[src/rtl/keypad_hex_entry.sv]
// 4x4 matrix keypad scanner with debounce that shifts each accepted hex key
// into a 32-bit number for an 8-digit hex display.
module keypad_hex_entry #(
   parameter int SCAN_DIV        = 1000,
   parameter int DEBOUNCE_CYCLES = 20000
) (
   input  logic        clk_keypad,
   input  logic        reset,
   input  logic        power_on,
   input  logic        clear,
   input  logic [3:0]  FILA,
   output logic [3:0]  COLUMNA,
   output logic [31:0] numero_salida,
   output logic [3:0]  key_code,
   output logic        key_valid,
   output logic [3:0]  digit_count,
   output logic [2:0]  state_dbg_o
);

   typedef enum logic [2:0] {
      ST_IDLE     = 3'd0,
      ST_SCAN     = 3'd1,
      ST_DEBOUNCE = 3'd2,
      ST_HELD     = 3'd3,
      ST_RELEASE  = 3'd4
   } state_t;

   localparam int CNT_MAX = (SCAN_DIV > DEBOUNCE_CYCLES) ? SCAN_DIV : DEBOUNCE_CYCLES;
   localparam int CW      = $clog2(CNT_MAX + 1);
   localparam logic [CW-1:0] DWELL_LAST = CW'(SCAN_DIV - 1);
   localparam logic [CW-1:0] DEB_DONE   = CW'(DEBOUNCE_CYCLES);
   localparam logic [CW-1:0] CNT_ONE    = CW'(1);

   state_t          state_q;
   logic [3:0]      rs_meta_q;
   logic [3:0]      rs_q;
   logic [CW-1:0]   cnt_q;
   logic [1:0]      col_q;
   logic [3:0]      pat_q;
   logic [3:0]      columna_q;
   logic [31:0]     numero_q;
   logic [3:0]      key_code_q;
   logic            key_valid_q;
   logic [3:0]      count_q;
   logic [3:0]      key_d;
   logic [1:0]      next_col_d;

   function automatic logic [1:0] row_idx(input logic [3:0] pat);
      case (pat)
         4'b1110: row_idx = 2'd0;
         4'b1101: row_idx = 2'd1;
         4'b1011: row_idx = 2'd2;
         default: row_idx = 2'd3;
      endcase
   endfunction

   function automatic logic [3:0] key_map(input logic [1:0] r, input logic [1:0] c);
      case ({r, c})
         4'b0000: key_map = 4'h1;
         4'b0001: key_map = 4'h2;
         4'b0010: key_map = 4'h3;
         4'b0011: key_map = 4'hA;
         4'b0100: key_map = 4'h4;
         4'b0101: key_map = 4'h5;
         4'b0110: key_map = 4'h6;
         4'b0111: key_map = 4'hB;
         4'b1000: key_map = 4'h7;
         4'b1001: key_map = 4'h8;
         4'b1010: key_map = 4'h9;
         4'b1011: key_map = 4'hC;
         4'b1100: key_map = 4'hE;
         4'b1101: key_map = 4'h0;
         4'b1110: key_map = 4'hF;
         default: key_map = 4'hD;
      endcase
   endfunction

   function automatic logic [3:0] col_strobe(input logic [1:0] c);
      col_strobe = ~(4'b0001 << c);
   endfunction

   always_comb begin
      key_d      = key_map(row_idx(pat_q), col_q);
      next_col_d = col_q + 2'd1;
   end

   always_ff @(posedge clk_keypad) begin
      if (reset) begin
         state_q     <= ST_IDLE;
         rs_meta_q   <= 4'hF;
         rs_q        <= 4'hF;
         cnt_q       <= '0;
         col_q       <= 2'd0;
         pat_q       <= 4'hF;
         columna_q   <= 4'hF;
         numero_q    <= 32'h0;
         key_code_q  <= 4'h0;
         key_valid_q <= 1'b0;
         count_q     <= 4'd0;
      end else begin
         rs_meta_q   <= FILA;
         rs_q        <= rs_meta_q;
         key_valid_q <= 1'b0;
         if (!power_on) begin
            state_q   <= ST_IDLE;
            columna_q <= 4'hF;
            cnt_q     <= '0;
         end else begin
            case (state_q)
               ST_IDLE: begin
                  state_q   <= ST_SCAN;
                  col_q     <= 2'd0;
                  cnt_q     <= '0;
                  columna_q <= col_strobe(2'd0);
               end
               ST_SCAN: begin
                  if (cnt_q == DWELL_LAST) begin
                     cnt_q <= '0;
                     // Only a single low row is a valid press; none or several means keep scanning.
                     if ($countones(~rs_q) == 1) begin
                        pat_q   <= rs_q;
                        state_q <= ST_DEBOUNCE;
                     end else begin
                        col_q     <= next_col_d;
                        columna_q <= col_strobe(next_col_d);
                     end
                  end else begin
                     cnt_q <= cnt_q + CNT_ONE;
                  end
               end
               ST_DEBOUNCE: begin
                  if (cnt_q == DEB_DONE) begin
                     key_valid_q <= 1'b1;
                     key_code_q  <= key_d;
                     numero_q    <= {numero_q[27:0], key_d};
                     if (count_q != 4'd8) count_q <= count_q + 4'd1;
                     state_q     <= ST_HELD;
                  end else if (rs_q == pat_q) begin
                     cnt_q <= cnt_q + CNT_ONE;
                  end else begin
                     state_q   <= ST_SCAN;
                     cnt_q     <= '0;
                     col_q     <= next_col_d;
                     columna_q <= col_strobe(next_col_d);
                  end
               end
               ST_HELD: begin
                  if (rs_q == 4'hF) begin
                     state_q <= ST_RELEASE;
                     cnt_q   <= '0;
                  end
               end
               ST_RELEASE: begin
                  if (rs_q != 4'hF) begin
                     state_q <= ST_HELD;
                  end else if (cnt_q == DEB_DONE) begin
                     state_q   <= ST_SCAN;
                     cnt_q     <= '0;
                     col_q     <= next_col_d;
                     columna_q <= col_strobe(next_col_d);
                  end else begin
                     cnt_q <= cnt_q + CNT_ONE;
                  end
               end
               default: begin
                  state_q   <= ST_IDLE;
                  columna_q <= 4'hF;
               end
            endcase
         end
         // Clear overrides any same-cycle key update of the number and count.
         if (clear) begin
            numero_q <= 32'h0;
            count_q  <= 4'd0;
         end
      end
   end

   assign COLUMNA       = columna_q;
   assign numero_salida = numero_q;
   assign key_code      = key_code_q;
   assign key_valid     = key_valid_q;
   assign digit_count   = count_q;
   assign state_dbg_o   = state_q;

endmodule

[config.mk]
export PLATFORM = sky130hd
export DESIGN_NAME = keypad_hex_entry
export DESIGN_NICKNAME = d
export VERILOG_FILES = /design/src/rtl/keypad_hex_entry.sv
export SDC_FILE = /design/constraint.sdc
export NUM_CORES = 1
export LEC_CHECK = 0
export BUFFER_PORTS_ARGS = -buffer_cell sky130_fd_sc_hd__buf_2
export CELL_PAD_IN_SITES_DETAIL_PLACEMENT = 1
export CELL_PAD_IN_SITES_GLOBAL_PLACEMENT = 1
export CORE_UTILIZATION = 40
export CTS_CLUSTER_DIAMETER = 120
export DETAILED_ROUTE_END_ITERATION = 16
export PLACE_DENSITY = 0.72
export SKIP_CTS_REPAIR_TIMING = 1
export SLEW_MARGIN = 40
export SYNTH_ARGS = -nofsm -noshare
export SYNTH_HDL_FRONTEND = slang
export SYNTH_SLANG_ARGS = --single-unit
[constraint.sdc]
create_clock -name clk_keypad -period 2.9 [get_ports clk_keypad]
set_input_delay 0.435 -clock clk_keypad [delete_from_list [all_inputs] [get_ports clk_keypad]]
set_output_delay 0.435 -clock clk_keypad [all_outputs]
set_load 0.05 [all_outputs]
## Word level (Yosys, flattened, before mapping)

Memories as Yosys holds them, arrays and structs flattened.
Index checks and enable logic that the tools add are counted.
W data, S select, Z words.

| storage, ports and cells | value |
|---|---|
| register bits | 77 |
| ROM bits | 64 |
| word-level logic and storage cells | 92 |
| memories | 1 |
| input port bits | 8 |
| output and inout port bits | 48 |

Memory list:

| memory | words | width | read ports | clocked after Yosys merged registers in | wr ports | RTL line | RTL |
|---|---|---|---|---|---|---|---|
| (name not given) | 16 | 4 | 1 | 0 | 0 | 58 | `case ({r, c})` |

| cells by class | value |
|---|---|
| shift operators | 1 |
| reduce and logical (&&, ||, !) cells | 13 |
| equal/unequal tests | 24 |
| muxes and demuxes | 31 |
| $add $sub $neg | 6 |
| bitwise gates (word level) | 5 |

Operators with widths:

| operator | count |
|---|---|
| $mux W15 | 6 |
| $pmux W15 S5 | 1 |
| $mux W4 | 6 |
| $mux W3 | 7 |
| $pmux W4 S5 | 1 |
| $eq A4 B4 Y1 const B | 4 |
| $ne A2 B2 Y1 const B | 8 |
| $add A15 B1 Y15 const B | 1 |
| $eq A15 B10 Y1 const B | 1 |
| $eq A15 B15 Y1 const B | 1 |
| $pmux W3 S5 | 1 |
| $mux W2 | 6 |
| $reduce_and A4 Y1 | 3 |
| $ne A4 B4 Y1 const B | 2 |
| $not A4 Y4 | 2 |
| $pmux W2 S4 | 1 |
| $reduce_and A8 Y1 | 1 |
| $reduce_and A7 Y1 | 1 |
| $eq A3 B1 Y1 const B | 2 |
| $eq A3 B2 Y1 const B | 2 |
| $ne A3 B3 Y1 const B | 2 |
| $pmux W2 S3 | 1 |
| $reduce_and A5 Y1 | 1 |
| $reduce_bool A5 Y1 | 1 |
| 14 further kinds | 18 |

## Depth between registers and ports, before layout

| depth | value |
|---|---|
| depth in word-level cells | 7 |
| gate-level depth with buffers | 10 |
| gate-level depth less buffers | 10 |

## Least setup slack after synthesis

OpenSTA, ideal clock, no wires.

| path | value |
|---|---|
| kind | register to register |
| start point | register rs_q[0] |
| end point | register pat_q[1] |
| clock period less this slack | 2.683 ns |
| buffers on the path | 0 |
| required time | 2.780 ns |
| cell stages (with the launch flop) | 9 |
| arrival | 2.564 ns |
| slack | 0.217 ns |
| setup time | 0.120 ns |
| cells stage by stage | dfxtp_1 fa_1 inv_1 ha_1 ha_1 or4b_4 nor4_4 nor2b_1 a211o_1 |

| between the ends | value |
|---|---|
| longest elaborated chain between the ends | 5 |

Ends and longest elaborated chain:

| element | RTL line | RTL |
|---|---|---|
| start, declared | 36 | `logic [3:0] rs_q;` |
| start signal, assigned | 102 | `rs_q <= rs_meta_q;` |
| $not A4 Y4 | 120 | `if ($countones(~rs_q) == 1) begin` |
| $add A1 B1 Y2 (implied by the code) | 120 |  |
| $add A2 B2 Y3 (implied by the code) | 120 |  |
| $eq A3 B1 Y1 | 120 |  |
| $reduce_and A4 Y1 (no source line) | - |  |
| end signal, assigned | 121 | `pat_q <= rs_q;` |
| end, declared | 39 | `logic [3:0] pat_q;` |

Every way passes these cells.
A chain may end at the register's enable or synchronous reset.

## Worst setup path in the final report

| path | value |
|---|---|
| start point | register rs_q[0] |
| end point | register col_q[1] |

| between the ends | value |
|---|---|
| longest elaborated chain between the ends | 6 |
| elaborated cells on any way between the ends | 10 |
| those cells by class | 2 x add/sub; 6 x eq/ne; 1 x bitwise; 1 x reduce/logical |

Ends and longest elaborated chain:

| element | RTL line | RTL |
|---|---|---|
| $not A4 Y4 | 120 |  |
| $add A1 B1 Y2 (implied by the code) | 120 |  |
| $add A2 B2 Y3 (implied by the code) | 120 |  |
| $eq A3 B1 Y1 | 120 |  |
| $ne A2 B2 Y1 (no source line) | - |  |
| $reduce_and A8 Y1 (no source line) (*) | - |  |
| end signal, assigned | 124 | `col_q <= next_col_d;` |
| end signal, assigned | 143 | `col_q <= next_col_d;` |
| end signal, assigned | 159 | `col_q <= next_col_d;` |
| end, declared | 38 | `logic [1:0] col_q;` |

Every way passes the cells marked *; elsewhere a longest branch is shown, timed or not.

==> impl.org <==
** Synthesis
- For this run, the register share of the synthesized area comes to 0.406.
- Post-synthesis register bit count :: 77
- Library cell with the largest summed area after synthesis :: dfxtp_1
- Synthesized net count :: about 460
- Count of flip-flops with a built-in enable after synthesis :: 0
- Cell area after technology mapping :: 3790 sq um
- Number of cells produced by synthesis :: 434
- Fraction of post-synthesis cell area in the top cell type by area :: 0.406
- Most instantiated flip-flop cell in the synthesis netlist :: dfxtp_1
- Share of async-settable or async-resettable flops after synthesis :: 0
- Mean Syn Cell Area :: around 9 sq um
- Ranking of synthesized cells by area :: dfxtp_1 (41%), nand2_1 (7.3%), a21oi_1 (5.3%), ha_1 (4.6%), nor2_1 (3.5%)
- Synthesis warning total :: 0
- Number of distinct standard cells referenced by the synthesized netlist :: just under 60

** Pwr
- In this run the power density over the cells is approximately 480 nW/um^2.
- Power share of the combinational group :: 0.057
- Power dissipated by switching net loads :: 0.000504 W
- Of the total power, the share spent switching nets is 0.240.
- Cell Int Power :: about 0.0016 W
- Across the VDD grid, the largest voltage drop is 0.293 mV.
- Sequential Power Share :: 0.511
- Summing internal, switching and leakage power gives 0.00210 W.
- Clock group share of total power :: 0.432
- Leakage power summed over all cells :: between 1.5 and 2 nW

** Setup path
- The worst setup path is captured at a flip-flop.
- Cell seen most often among critical-path stages :: ha_1
- On the critical path, the stage with the largest delay is an instance of or4b_4.
- R2r startpoint :: rs_q[0]
- Tracing the worst setup path back leads to its startpoint at rs_q[0].
- Critical path fanouts, max :: 4
- STA puts the critical path data required time at 3.17 ns.
- Worst path buffer plus inverter count :: 1
- On the worst path, the slowest cell contributes a delay of around 0.55 ns.
- Startpoint class of the critical path :: flip-flop
- The critical path is of the reg2reg type.
- The kind of cell with the highest combined delay along the critical path is simple AND/OR/NAND/NOR gates.
- At the worst endpoint, the arrival time is approximately 3 ns.
- Ordered list of cells on the worst path :: fa_1 -> inv_1 -> ha_1 -> ha_1 -> or4b_4 -> nor2_1 -> a21oi_1 -> and3b_1 -> and2_4 -> o31ai_4

** Final layout
- After the flow finishes, the layout carries non-filler instances totaling 597.
- 0 antenna diodes ended up in the layout.
- Post-layout net count :: approximately 500
- Of the cells placed in the final design, the portion with a size suffix greater than 1 is 0.241.
- The top cell types in the final layout, fill and taps aside, are dfxtp_1 (76), nand2_1 (74), buf_2 (55).
- Leaving out fill and tap cells, the most frequent cell in the layout is dfxtp_1.
- Relative to the synthesized area, the layout overhead comes to 14.4%.

** GRT
- Largest net degree at the start of global routing :: 39
- Antenna violations before repair :: 0
- Wire length of the first global-routing pass :: 15.1 mm
- The number of global-route vias before repair came to ~3200.
- Overflow left after global routing :: 0
- In the global route stage, overall resource usage came out at 0.193.

** Clocking
- Maximum root-to-sink buffer count :: 2
- TritonCTS clock tree :: done
- Clock latency on the worst-skew pair, taken at its later pin, is 0.35 ns.
- Buffers inserted during clock tree synthesis total 9.
- The tree is rooted in a clkbuf_8.
- Number of levels the H-tree was split into :: 3
- Clock-pin slew was measured on the worst setup and hold paths at around 0.080 ns.
- For this design, the sink count on the clock tree is 77.

** Min path
- Startpoint of the most critical hold path :: FILA[1]
- Path class of the lowest-slack min-delay path :: in2reg

** Routing
- WL/cell :: ~15 um
- The count of nets left with antenna violations once routing finished came out at 0.
- Detailed Routing Iterations Pass 1 :: 4
- In this run, the number of DRC markers left after iteration 0 of detailed routing was approximately 110.
- Post-Route WL :: ~8.8 mm
- Across all layers, the routed design uses around 3200 vias.
- Dividing the detail-routed via count by the number of cells gives between 5 and 6.
- Total DRC errors in the routed layout :: 0

** Die
- From left edge to right edge, the die measures about 100 um.
- Effective utilization at floorplan :: 0.413
- Placeable core region :: around 9200 sq um
- The floorplan has 35 rows.
- 56 I/O pins were placed.
- In this run the vertical extent of the chip is around 99 um.
- The die covers ~9900 sq um.

** STA
- Setup violations remaining at the end of the flow were counted as 0.
- Sum Neg Setup Slack :: 0 ns
- In the finished design, the share of the clock period the worst path needs comes to 0.944.
- The max-slew violation total from the final report is 0.
- The number of hold violations in the final report is 0.
- Measured against its own limit, the worst slew margin works out to 0.532.
- Slew at the pin with the worst max-slew slack :: 0.702 ns
- Unrepaired setup endpoints after global routing :: no
- Final Worst Setup Slack :: 0.161 ns
- The worst path in the final design needs a cycle of roughly 2.7 ns, including I/O delays and setup.
- Max Freq :: about 370 MHz
- Final worst clock skew :: ~0.011 ns

** Place
- The count of buffers added on input and output ports is 55.
- Worst slack after detailed placement :: 0.0568 ns
- The HPWL after detailed placement is between 6 and 7 mm.
- After detailed placement, the design holds a cell count of between 500 and 600.
- GPL Wtd Cong :: about 0.84

** Status
- Outcome :: finished, final reports clean

** Job
- Max-cap violations in this run came to 0.
## worst paths after layout
kind	to	slack (ns)	cells after the start
hold / removal	rs_meta_q[1]	0.26	2
setup / recovery	col_q[1]	0.16	10
setup reg to reg	col_q[1]	0.16	10
hold reg to reg	rs_q[3]	0.41	1
## power groups by stage
stage	clock, W	sequential (W)	combinational, W
3_3_place_gp	0	0.00110	0.000117
2_1_floorplan	0	0.00111	0.0000833
3_5_place_dp	0	0.00110	0.000120
6_report	0.000909	0.00108	0.000119
4_1_cts	0.000940	0.00108	0.000122
5_1_grt	0.000994	0.00108	0.000132
## metrics by stage
stage / hold WS [ns] / instance area [sq um] / utilization
after CTS: 0.242 / 4330 / 0.471
after floorplan: 0.389 / 3790 / -
after global placement: 0.391 / 4110 / 0.447
after detailed placement: 0.397 / 4110 / 0.447
final: 0.261 / 4340 / 0.472
after global routing: 0.234 / 4340 / 0.472
## layer usage
| metal | part of all wire | up-vias | track usage |
|---|---|---|---|
| met5 | 0 | - | 0 |
| met4 | 0.011 | 0 | 0.0633 |
| met3 | 0.035 | 9 | 0.0464 |
| met2 | 0.47 | 60 | 0.311 |
| met1 | 0.49 | 1516 | 0.255 |
| li1 | - | 1576 | - |
## state kept, by name, summed over array words and instances (netlist names)
| signal | flops |
|---|---|
| key_valid | 1 |
| cnt_q | 15 |
| rs_meta_q | 4 |
| col_q | 2 |
| rs_q | 4 |
| pat_q | 4 |
| key_code | 4 |
| digit_count | 4 |
| state_dbg_o | 3 |
| numero_salida | 32 |
| COLUMNA | 4 |
## cell families (layout without fill, tap and decap cells)
group	Yosys count	after routing	synth area share
compound gates	86	86	0.154
buf+inv	35	87	0.0491
flops	77	77	0.406
fa+ha+maj	16	16	0.0541
mux	6	6	0.0165
xor+xnor	18	18	0.0415
simple gates	196	196	0.279
## layout make-up
class	count	area (sq um)
multi-input cells	322	2070
flip-flops and latches	77	1540
inverters	11	41.3
well taps	111	139
clock buffers	10	128
repair buffers	60	325
fillers	1117	4850
clock inverters	6	93.8
## cells in the mapped netlist (3+ instances only)
| cell type | n |
|---|---|
| a211o_1 | 5 |
| a21o_1 | 5 |
| a21oi_1 | 40 |
| a22o_1 | 5 |
| and3_1 | 4 |
| buf_2 | 5 |
| buf_6 | 6 |
| clkbuf_1 | 11 |
| dfxtp_1 | 77 |
| ha_1 | 14 |
| inv_1 | 11 |
| mux2i_1 | 4 |
| nand2_1 | 74 |
| nand3_1 | 13 |
| nand4_1 | 6 |
| nor2_1 | 35 |
| nor2_2 | 10 |
| nor2b_1 | 10 |
| nor3_1 | 7 |
| nor3_2 | 3 |
| nor3b_1 | 3 |
| nor4_1 | 3 |
| o21ai_0 | 12 |
| or2_2 | 10 |
| xnor2_1 | 14 |
| xor2_1 | 4 |
## worst register-to-register path, stage by stage (launching register included)
cell     delay (ns)
dfxtp_2        0.35
fa_1           0.54
inv_1          0.05
ha_1           0.18
ha_1           0.27
or4b_4         0.55
nor2_1         0.11
a21oi_1        0.07
and3b_1        0.22
and2_4         0.16
o31ai_4        0.16
(Power assumes the default switching activity.)
